$ cat src/rtl/irq_controller_pkg.sv
// Shared constants for the interrupt controller: register offsets, vector layout
// and the bus write request record.
`ifndef IRQ_CONTROLLER_DEFS
`define IRQ_CONTROLLER_DEFS
`define IRQ_REG_PEND       3'd0
`define IRQ_REG_ENABLE     3'd1
`define IRQ_REG_MODE       3'd2
`define IRQ_REG_PRIO       3'd3
`define IRQ_REG_RAW        3'd4
`define IRQ_REG_VEC0       3'd5
`define IRQ_REG_VEC1       3'd6
`define IRQ_REG_SWSET      3'd7
`define IRQ_VEC_VALID_BIT  15
`endif

package irq_controller_pkg;
   localparam int DATA_W = 16;
   localparam int ADDR_W = 3;
   localparam int IDX_W  = 4;

   typedef struct packed {
      logic              commit;
      logic [ADDR_W-1:0] addr;
      logic [DATA_W-1:0] mask;
      logic [DATA_W-1:0] data;
   } wr_req_t;
endpackage

$ cat src/rtl/irq_controller_sync.sv
// One request channel: SYNC_STAGES-deep synchroniser plus a previous-sample flop
// that turns the synchronised level into a one-cycle rising-edge pulse.
module irq_sync #(
   parameter int SYNC_STAGES = 2
) (
   input  logic clk,
   input  logic rst_n,
   input  logic async_in,
   output logic level,
   output logic rise
);
   logic [SYNC_STAGES-1:0] sync_q, sync_d;
   logic                   prev_q, prev_d;

   always_comb begin
      sync_d = {sync_q[SYNC_STAGES-2:0], async_in};
      prev_d = sync_q[SYNC_STAGES-1];
      level  = sync_q[SYNC_STAGES-1];
      rise   = sync_q[SYNC_STAGES-1] & ~prev_q;
   end

   always_ff @(posedge clk or negedge rst_n) begin
      if (!rst_n) begin
         sync_q <= '0;
         prev_q <= 1'b0;
      end else begin
         sync_q <= sync_d;
         prev_q <= prev_d;
      end
   end
endmodule

$ cat src/rtl/irq_controller.sv
// Parametrised interrupt controller: per-channel edge/level capture, masking and
// routing onto two registered CPU interrupt lines, with a 16-bit register window.
module irq_controller
   import irq_controller_pkg::*;
#(
   parameter int N_INTS      = 7,
   parameter int SYNC_STAGES = 2
) (
   input  logic              CLK,
   input  logic              RESETN,
   input  logic              SEL,
   input  logic [2:0]        ADDR,
   input  logic [15:0]       DIN,
   output logic [15:0]       DOUT,
   input  logic              RDN,
   input  logic              WR0N,
   input  logic              WR1N,
   input  logic [N_INTS-1:0] INTS,
   output logic              INT0,
   output logic              INT1
);
   logic [N_INTS-1:0] level, rise;

   for (genvar g = 0; g < N_INTS; g++) begin : g_sync
      irq_sync #(.SYNC_STAGES(SYNC_STAGES)) u_sync (
         .clk     (CLK),
         .rst_n   (RESETN),
         .async_in(INTS[g]),
         .level   (level[g]),
         .rise    (rise[g])
      );
   end

   logic [N_INTS-1:0] pend_q, pend_d, enable_q, enable_d;
   logic [N_INTS-1:0] mode_q, mode_d, prio_q, prio_d;
   logic [N_INTS-1:0] w1c, swset, mode_chg, active, wmask_n, wdata_n;
   logic              wr0_q, wr0_d, wr1_q, wr1_d;
   logic              int0_q, int0_d, int1_q, int1_d;
   wr_req_t           wr;

   function automatic logic [15:0] zext(input logic [N_INTS-1:0] v);
      logic [15:0] r;
      r = '0;
      r[N_INTS-1:0] = v;
      return r;
   endfunction

   // Lowest-numbered set bit wins, so scan downwards and let the last hit stick.
   function automatic logic [15:0] vec_enc(input logic [N_INTS-1:0] v);
      logic [15:0] r;
      r = '0;
      for (int i = N_INTS - 1; i >= 0; i--) begin
         if (v[i]) begin
            r = '0;
            r[`IRQ_VEC_VALID_BIT] = 1'b1;
            r[IDX_W-1:0] = IDX_W'(i);
         end
      end
      return r;
   endfunction

   // A strobe commits only on its high-to-low transition, once per assertion.
   always_comb begin
      wr0_d     = ~WR0N;
      wr1_d     = ~WR1N;
      wr.commit = SEL & ((~WR0N & ~wr0_q) | (~WR1N & ~wr1_q));
      wr.addr   = ADDR;
      wr.mask   = {{8{SEL & ~WR1N & ~wr1_q}}, {8{SEL & ~WR0N & ~wr0_q}}};
      wr.data   = DIN;
      wmask_n   = wr.mask[N_INTS-1:0];
      wdata_n   = wr.data[N_INTS-1:0];
   end

   always_comb begin
      enable_d = enable_q;
      mode_d   = mode_q;
      prio_d   = prio_q;
      w1c      = '0;
      swset    = '0;
      if (wr.commit) begin
         case (wr.addr)
            `IRQ_REG_PEND:   w1c      = wmask_n & wdata_n;
            `IRQ_REG_ENABLE: enable_d = (enable_q & ~wmask_n) | (wdata_n & wmask_n);
            `IRQ_REG_MODE:   mode_d   = (mode_q & ~wmask_n) | (wdata_n & wmask_n);
            `IRQ_REG_PRIO:   prio_d   = (prio_q & ~wmask_n) | (wdata_n & wmask_n);
            `IRQ_REG_SWSET:  swset    = wmask_n & wdata_n;
            default: ;
         endcase
      end
      mode_chg = mode_q ^ mode_d;
      pend_d   = pend_q;
      // Set beats clear so an edge landing on a W1C or mode switch is never lost.
      for (int i = 0; i < N_INTS; i++) begin
         if (!mode_d[i])                           pend_d[i] = level[i];
         else if (rise[i] | (swset[i] & mode_q[i])) pend_d[i] = 1'b1;
         else if (w1c[i] | mode_chg[i])            pend_d[i] = 1'b0;
      end
      active = pend_q & enable_q;
      int0_d = |(active & prio_q);
      int1_d = |(active & ~prio_q);
   end

   always_comb begin
      DOUT = '0;
      if (SEL && !RDN) begin
         case (ADDR)
            `IRQ_REG_PEND:   DOUT = zext(pend_q);
            `IRQ_REG_ENABLE: DOUT = zext(enable_q);
            `IRQ_REG_MODE:   DOUT = zext(mode_q);
            `IRQ_REG_PRIO:   DOUT = zext(prio_q);
            `IRQ_REG_RAW:    DOUT = zext(level);
            `IRQ_REG_VEC0:   DOUT = vec_enc(active & prio_q);
            `IRQ_REG_VEC1:   DOUT = vec_enc(active & ~prio_q);
            default:         DOUT = '0;
         endcase
      end
   end

   always_ff @(posedge CLK or negedge RESETN) begin
      if (!RESETN) begin
         pend_q   <= '0;
         enable_q <= '0;
         mode_q   <= '0;
         prio_q   <= '0;
         wr0_q    <= 1'b0;
         wr1_q    <= 1'b0;
         int0_q   <= 1'b0;
         int1_q   <= 1'b0;
      end else begin
         pend_q   <= pend_d;
         enable_q <= enable_d;
         mode_q   <= mode_d;
         prio_q   <= prio_d;
         wr0_q    <= wr0_d;
         wr1_q    <= wr1_d;
         int0_q   <= int0_d;
         int1_q   <= int1_d;
      end
   end

   assign INT0 = int0_q;
   assign INT1 = int1_q;
endmodule
$ cat config.mk
export PLATFORM = sky130hd
export DESIGN_NAME = irq_controller
export DESIGN_NICKNAME = d
export VERILOG_FILES = /design/src/rtl/irq_controller_pkg.sv /design/src/rtl/irq_controller_sync.sv /design/src/rtl/irq_controller.sv
export SDC_FILE = /design/constraint.sdc
export NUM_CORES = 1
export LEC_CHECK = 0
export ABC_AREA = 0
export CAP_MARGIN = 20
export CORE_MARGIN = 4
export CORE_UTILIZATION = 51
export DETAILED_ROUTE_END_ITERATION = 16
export HOLD_SLACK_MARGIN = 0.08
export PLACE_DENSITY = 0.85
export SETUP_SLACK_MARGIN = 0.02
export SKIP_LAST_GASP = 1
export SLEW_MARGIN = 20
export SYNTH_ARGS = -nofsm -noshare
export SYNTH_HDL_FRONTEND = slang
export SYNTH_SLANG_ARGS = --single-unit
$ cat constraint.sdc
create_clock -name CLK -period 2.19 [get_ports CLK]
set_clock_uncertainty 0.1 [all_clocks]
set_input_delay 0.3285 -clock CLK [delete_from_list [all_inputs] [get_ports CLK]]
set_output_delay 0.3285 -clock CLK [all_outputs]
set_load 0.03 [all_outputs]
======== After elaboration in Yosys (flattened, before gate mapping) ========
Index checks and enable logic that the tools add are counted.
cells by class
  equal/unequal tests ..................... 14
  muxes and demuxes ....................... 43
  bitwise logic cells ..................... 58
  reductions and logical operators ........ 7
operator list
  cell                                                                   count
  16-bit 2-to-1 mux                                                      15
  16-bit case mux with 7 select lines                                    1
  7-bit AND                                                              7
  7-bit 2-to-1 mux                                                       6
  1-bit 2-to-1 mux                                                       21
  3-bit by 1-bit != test with 1-bit output, second input constant        7
  7-bit bitwise OR                                                       3
  1-bit AND                                                              19
  1-bit bitwise OR                                                       15
  7-bit NOT                                                              2
  7-bit OR reduction                                                     2
  3-bit equality test, second input constant                             4
  1-bit NOT                                                              11
  7-bit bitwise XOR                                                      1
  3-bit by 2-bit equality test with 1-bit output, second input constant  2
  2-bit AND reduction                                                    2
  3-bit by 1-bit equality test with 1-bit output, second input constant  1
  3-bit logical NOT                                                      1
  1-bit logical AND                                                      1
  1-bit logical NOT                                                      1
storage, ports and cells
  flip-flop bits (word level) ............. 53
  logic and storage cells ................. 150

======== Depth between registers and ports, before layout ========
  depth in word-level cells ............... 13
  gate-level depth with buffers ........... 6
  gate-level depth less buffers ........... 4

======== Modules after synthesis ========
A second synthesis with hierarchy kept.
second synthesis, totals
  cells, all modules ...................... 269
  area, all modules ....................... 2872.8 µm²
modules (own cells, without submodules)
  module          times used  cells an instance  area each (µm²)  seq. area each (µm²)
  irq_controller  1           241                2250.9           775.7
  irq_sync        7           4                  88.8             75.1

======== Worst setup path after synthesis ========
No wires, ideal clock.
  kind .................................... input -> output
  from .................................... input port ADDR[2]
  to ...................................... output port DOUT[0]
  arrival ................................. 1638 ps
  setup slack ............................. 123 ps
  cell stages on the path ................. 5
  buffers on the path ..................... 2
  path through ............................ buf_6 clkbuf_1 and3_1 o211ai_1 a41oi_1
between the ends
  longest elaborated chain between the ends .. 3
RTL lines
  what                                               line                   text
  from (decl)                                        irq_controller.sv:12   input logic [2:0] ADDR,
  3-bit equality test, or another cell as far along  irq_controller.sv:106  case (ADDR)
  16-bit case mux with 7 select lines *              irq_controller.sv:106
  16-bit 2-to-1 mux *                                irq_controller.sv:105  if (SEL && !RDN) begin
  to (decl)                                          irq_controller.sv:14   output logic [15:0] DOUT,
Every way passes the cells marked *; elsewhere a longest branch is shown, timed or not.

==> results.sh <==
export IMPL_status="finished, final reports clean"
export IMPL_leakage_uw=0.001407
export IMPL_numPlacedInstances=335
export IMPL_whs_ns=0.2453
export IMPL_critPathBufInv=1
export IMPL_ys_warn_count=0
export IMPL_finalNetCount=314
export IMPL_first_pass_iters=4
export IMPL_overflow=0
export IMPL_postLayoutCellArea_sq_mm=0.003287
export IMPL_hpwl_um=4431
export IMPL_grt_use_total=0.2075
export IMPL_layout_drive_gt1_share=0.3004
export IMPL_viasPerCell=6.089
export IMPL_max_stage_delay_ns=0.40
export IMPL_cap_violations=0
export IMPL_multiInputGateArea_sq_mm=0.001244
export IMPL_relSlewSlack=0.6555
export IMPL_ys_types=42
export IMPL_cts_inserted_buffers=5
export IMPL_async_flop_share=1.000
export IMPL_fin_crit_sh=0.9763
export IMPL_worstSetupPathType="flop to output pin"
export IMPL_via_count=2131
export IMPL_antenna_found_initial=0
export IMPL_cp_slowest_cell="dfrtp_1"
export IMPL_die_h_um=79.16
export IMPL_crit_family="compound AO/OA/AOI/OAI gates"
export IMPL_synth_area_leader_cell="dfrtp_1"
export IMPL_dpl_cell_area_sq_mm=0.003073
export IMPL_cp_required_ns=1.76
export IMPL_syn_avg_cell_area_sq_um=11.58
export IMPL_drv_slew=0
export IMPL_grt_pass1_vias=2086
export IMPL_ys_seq_area_frac=0.5039
export IMPL_critPathCaptureType="output pin"
export IMPL_synth_top_area_frac=0.5039
export IMPL_ys_seq_elements=52
export IMPL_htreeDepth=2
export IMPL_synth_area_leaders="dfrtp_1 50%, mux2_2 8.7%, nand3_1 3.5%, a22oi_1 2.9%, o211ai_1 2.9%"
export IMPL_io_buffers=31
export IMPL_tightest_slew_ns=0.5168
export IMPL_final_seq_area_sq_mm=0.001304
export IMPL_syn_area_sq_mm=0.002582
export IMPL_place_congestion=0.9593
export IMPL_finalHoldViolCount=0
export IMPL_insertion_delay_ns=0.31
export IMPL_synth_edff_count=0
export IMPL_final_cells=350
export IMPL_power_uw=2428
export IMPL_io_pins=50
export IMPL_core_area_sq_mm=0.004817
export IMPL_synth_cells=223
export IMPL_grt_pass1_wl_um=10050
export IMPL_fillCellCount=363
export IMPL_initial_core_util=0.5361
export IMPL_rsz0062_at_grt="true"
export IMPL_syn2layout_area_growth_pct=27.28
export IMPL_path_clk_slew_ns=0.08
export IMPL_startpoint_type="flop"
export IMPL_die_w_um=79.16
export IMPL_finalSetupViolCount=0
export IMPL_first_iter_violations=228
export IMPL_cts_sinks=52
export IMPL_path_cells="nand3b_1 > o221ai_2 > o41ai_2 > a211oi_2 > buf_4"
export IMPL_cts_tree="yes"
export IMPL_fin_crit_ns=2.138
export IMPL_n_antenna_cell=0
export IMPL_wirelength_um=6468
export IMPL_synthTopCellsByCount="52 x dfrtp_1, 20 x mux2_2, 18 x nand3_1"
export IMPL_final_antenna_net_count=0
export IMPL_cp_max_fo=4
export IMPL_synth_most_common_cell="dfrtp_1"
export IMPL_fmaxAchievable_ghz=0.4677
export IMPL_clk_path_buf_depth=2
export IMPL_post_route_drc_count=0
export IMPL_rows=25
export IMPL_wire_per_inst_um=18.48
export IMPL_grt_max_degree=32
export IMPL_hp_class="flop to flop"
export IMPL_vdd_drop_max_mv=0.5083
export IMPL_worst_ep_arrival_time_ns=1.71
export IMPL_cts_root_buffer="clkbuf_8"
export IMPL_ys_flop_type="dfrtp_1"
export IMPL_die_area_sq_mm=0.006266
export IMPL_powerDensity_mw_per_mm2=738.8
-- worst reg2reg max path, cell delays in order, from the launching register on --
cell,delay (ns)
dfrtp_1,0.44
nor4b_4,0.35
buf_4,0.25
nand3_1,0.09
a22o_1,0.24
a32o_1,0.25
-- timing repair --
item	in CTS	in global routing
resized for setup	9	16
cloned	0	0
setup endpoints to repair	8	8
hold endpoints to repair	21	0
setup buffers	1	5
hold buffers	1	0
pin swaps	3	4
-- layer usage --
metal | up-vias | GRT usage | part of all wire
li1 | 962 | - | -
met1 | 1054 | 0.2634 | 0.41
met2 | 99 | 0.3325 | 0.48
met3 | 16 | 0.06009 | 0.085
met4 | 0 | 0.08419 | 0.025
met5 | - | 0 | 0
-- cell families after synthesis --
| family | Yosys count | synth area share |
|---|---|---|
| AOI/OAI and AO/OA | 60 | 0.1793 |
| other | 1 | 0.001452 |
| DFF | 52 | 0.5039 |
| buffers and inverters | 19 | 0.05039 |
| and+or+nand+nor | 67 | 0.1623 |
| muxes | 24 | 0.1027 |
-- power by group --
group          switching (uW)  total [uW]  internal, uW  leakage [uW]
registers                 140        1250          1110      0.000621
clock network             299         557           258     0.0000455
logic                     301         624           324      0.000740
total                     739        2430          1690       0.00141
-- layout by cell type (no fill, tap or decap), types with 3 or more instances in the layout --
cell type,n
dfrtp_1,50
buf_4,34
mux2_2,20
clkdlybuf4s50_1,19
nand3_1,18
a22oi_1,10
o211ai_1,10
nand3b_1,9
conb_1,8
o21a_1,7
nand2_1,7
a22o_1,7
a32o_1,7
clkbuf_8,6
nor2_1,4
mux2i_1,4
nor2b_2,3
and2_1,3
a21oi_1,3
o21ai_0,3
dlygate4sd2_1,3
buf_12,3
-- final timing paths --
| kind | end | start | slack (ns) | cells after the start |
|---|---|---|---|---|
| max reg2reg | pend_q[0]$_DFFE_PN0P_ | wr0_q$_DFF_PN0_ | 0.34 | 5 |
| min in group asynchronous | mode_q[3]$_DFF_PN0_ | RESETN | 0.42 | 2 |
| min | g_sync[6].u_sync.sync_q[1]$_DFF_PN0_ | g_sync[6].u_sync.sync_q[0]$_DFF_PN0_ | 0.25 | 0 |
| min reg2reg | g_sync[6].u_sync.sync_q[1]$_DFF_PN0_ | g_sync[6].u_sync.sync_q[0]$_DFF_PN0_ | 0.25 | 0 |
| max | DOUT[15] | flop | 0.05 | 5 |
| max in group asynchronous | asynchronous set/reset pin | RESETN | 1.03 | 3 |
-- final cells by class --
class	count	share of cell area
Sequential cell	52	0.3967
Timing Repair Buffer	62	0.1698
Inverter	2	0.002284
Multi-Input combinational cell	159	0.3784
Clock buffer	8	0.02741
Tap cell	67	0.02550
-- per-stage QoR --
step	setup TNS, ns	setup WS (ns)	util
after floorplan	0	0.1231	-
after global placement	-1.725	-0.1583	0.6379
after detailed placement	-1.860	-0.1691	0.6379
after CTS	0	0.01984	0.6618
after global routing	-0.07982	-0.06303	0.6823
final	0	0.05186	0.6823
Note: power is estimated with default switching activity, not from simulation.
==> edit, RTL diff (same flow settings) <==
Reset style: synchronous (`RESETN` and `rst_n`), changed in 2 clocked blocks.
--- a/src/rtl/irq_controller_sync.sv
+++ b/src/rtl/irq_controller_sync.sv
@@ -20,5 +20,5 @@
    end
 
-   always_ff @(posedge clk or negedge rst_n) begin
+   always_ff @(posedge clk) begin
       if (!rst_n) begin
          sync_q <= '0;
--- a/src/rtl/irq_controller.sv
+++ b/src/rtl/irq_controller.sv
@@ -117,5 +117,5 @@
    end
 
-   always_ff @(posedge CLK or negedge RESETN) begin
+   always_ff @(posedge CLK) begin
       if (!RESETN) begin
          pend_q   <= '0;
Function: differs if RESETN is asserted again (counterexample within 4 cycles, from zero or initial values and one cycle with RESETN low); with RESETN held inactive, the same outputs for 4 cycles.
==> edit against the original RTL <==
Sequential cell count is the same. Synthesized area increased by 1.8%. Worst setup slack better by 0.022 ns. Count of clock-buffer cells in the layout is 2 lower. Design area is 7.1% higher. Wire length increased by 17%. Via count grew 21%. Die area up 1.6%. Critical endpoint unchanged.
Power is not compared: it rests on default switching activity, and its combinational part moved more than twofold at a synthesized area within 25%.
==> edit: results (changes against the original RTL) <==
* Sequential share of the synthesized area at 0.396 (-0.108)
* Met1 Routed Length at 3.01 mm (+14%)
* Arr. time, crit path at 1.69 ns (-0.02 ns)
* N_diodes at 0 (unchanged)
* Via density at 5.85 (-3.9%)
* Pin count of the biggest net entering global routing at 53 (+66%)
* DP Wirelength at 5.30 mm (+20%)
* Asr flop ratio synth at 0 (-1.00)
* Synth cell types at 45 (+7.1%)
* Seq pwr at 0.000985 W
* GRT Total Usage at 0.249 (+0.0411)
* Met2 wire len at 3.69 mm (+19%)
* Crit path max fanout at 4 (unchanged)
* Layout cells sized above 1 at 0.273 (-0.0269)
* Worst path max stage delay at 0.35 ns (-0.05 ns)
* Hold depth at 1 (+1)
* Met3 Wirelength at 709 µm (+29%)
* M1 GR Usage at 0.310 (+0.0469)
* Synth area leaders: dfxtp_1 40%, a21boi_1 6.9%, nand2_1 5.9%
* Final Power at 0.00196 W
* GR Util met2 at 0.425 (+0.0924)
* Synth top cells by count: 52 x dfxtp_1, 41 x nand2_1, 25 x nand3_1, 24 x a21boi_1
* Dpl ws at -0.457 ns (-0.288 ns)
* CP top delay family: simple AND/OR/NAND/NOR gates
* Clk slew on worst S/H paths at 0.10 ns (+0.02 ns)
* Vias in the first global route at 2561 (+23%)
* DRT Wirelength at 7.56 mm (+17%)
* Clock share of power at 0.359
* Crit-path slowest cell: dfxtp_1
* Outcome: finished, final reports clean
* First-pass GRT wire length at 12.2 mm (+22%)
* GPL Wtd Cong at 0.914 (-4.7%)
* Final #Nets at 404 (+29%)
* Placed Area at 0.00323 mm² (+5.1%)
* 1st-iter DRT viols at 295 (+29%)
* Met3 Use GR at 0.0530 (-0.00704)
[edit: kinds of logic after synthesis]
kind of cell           synth area share
buffers and inverters            0.0743
flip-flops                        0.396
AO/OA/AOI/OAI                     0.236
AND/OR/NAND/NOR                   0.238
multiplexers                     0.0543
other                           0.00143
[edit: cell type report]
| cell class | count | area, µm² |
|---|---|---|
| Sequential cell | 52 | 1050 |
| Fill cell | 362 | 1330 |
| Inverter | 15 | 56.3 |
| Timing Repair Buffer | 78 | 697 |
| Multi-Input combinational cell | 220 | 1510 |
| Clock buffer | 6 | 82.6 |
| Tap cell | 67 | 83.8 |
| Clock inverter | 2 | 38.8 |
[edit: path summary, 6_finish.rpt]
| check | slack, ns | startpoint | to |
|---|---|---|---|
| worst max register to register | 0.49 | wr0_q | pend_q[2] |
| worst max-delay path | 0.07 | flop | DOUT[15] |
| worst min-delay path | 0.34 | g_sync[4].u_sync.sync_q[0] | g_sync[4].u_sync.sync_q[1] |
| worst min register to register | 0.34 | g_sync[4].u_sync.sync_q[0] | g_sync[4].u_sync.sync_q[1] |
[edit: repair_timing]
item	4_1_cts	5_1_grt
setup endpoints to repair	8	8
pin swaps	7	10
cloned	1	0
hold endpoints to repair	0	0
gates resized for setup	31	28
hold buffers	0	0
setup buffers	4	2
[edit: through the flow]
| step | instances | hold slack [ns] | util |
|---|---|---|---|
| 2_1_floorplan | 312 | 0.300 | - |
| 3_3_place_gp | 425 | 0.314 | 0.666 |
| 3_5_place_dp | 425 | 0.317 | 0.666 |
| 4_1_cts | 438 | 0.339 | 0.709 |
| 5_1_grt | 440 | 0.349 | 0.726 |
| 6_report | 440 | 0.339 | 0.726 |
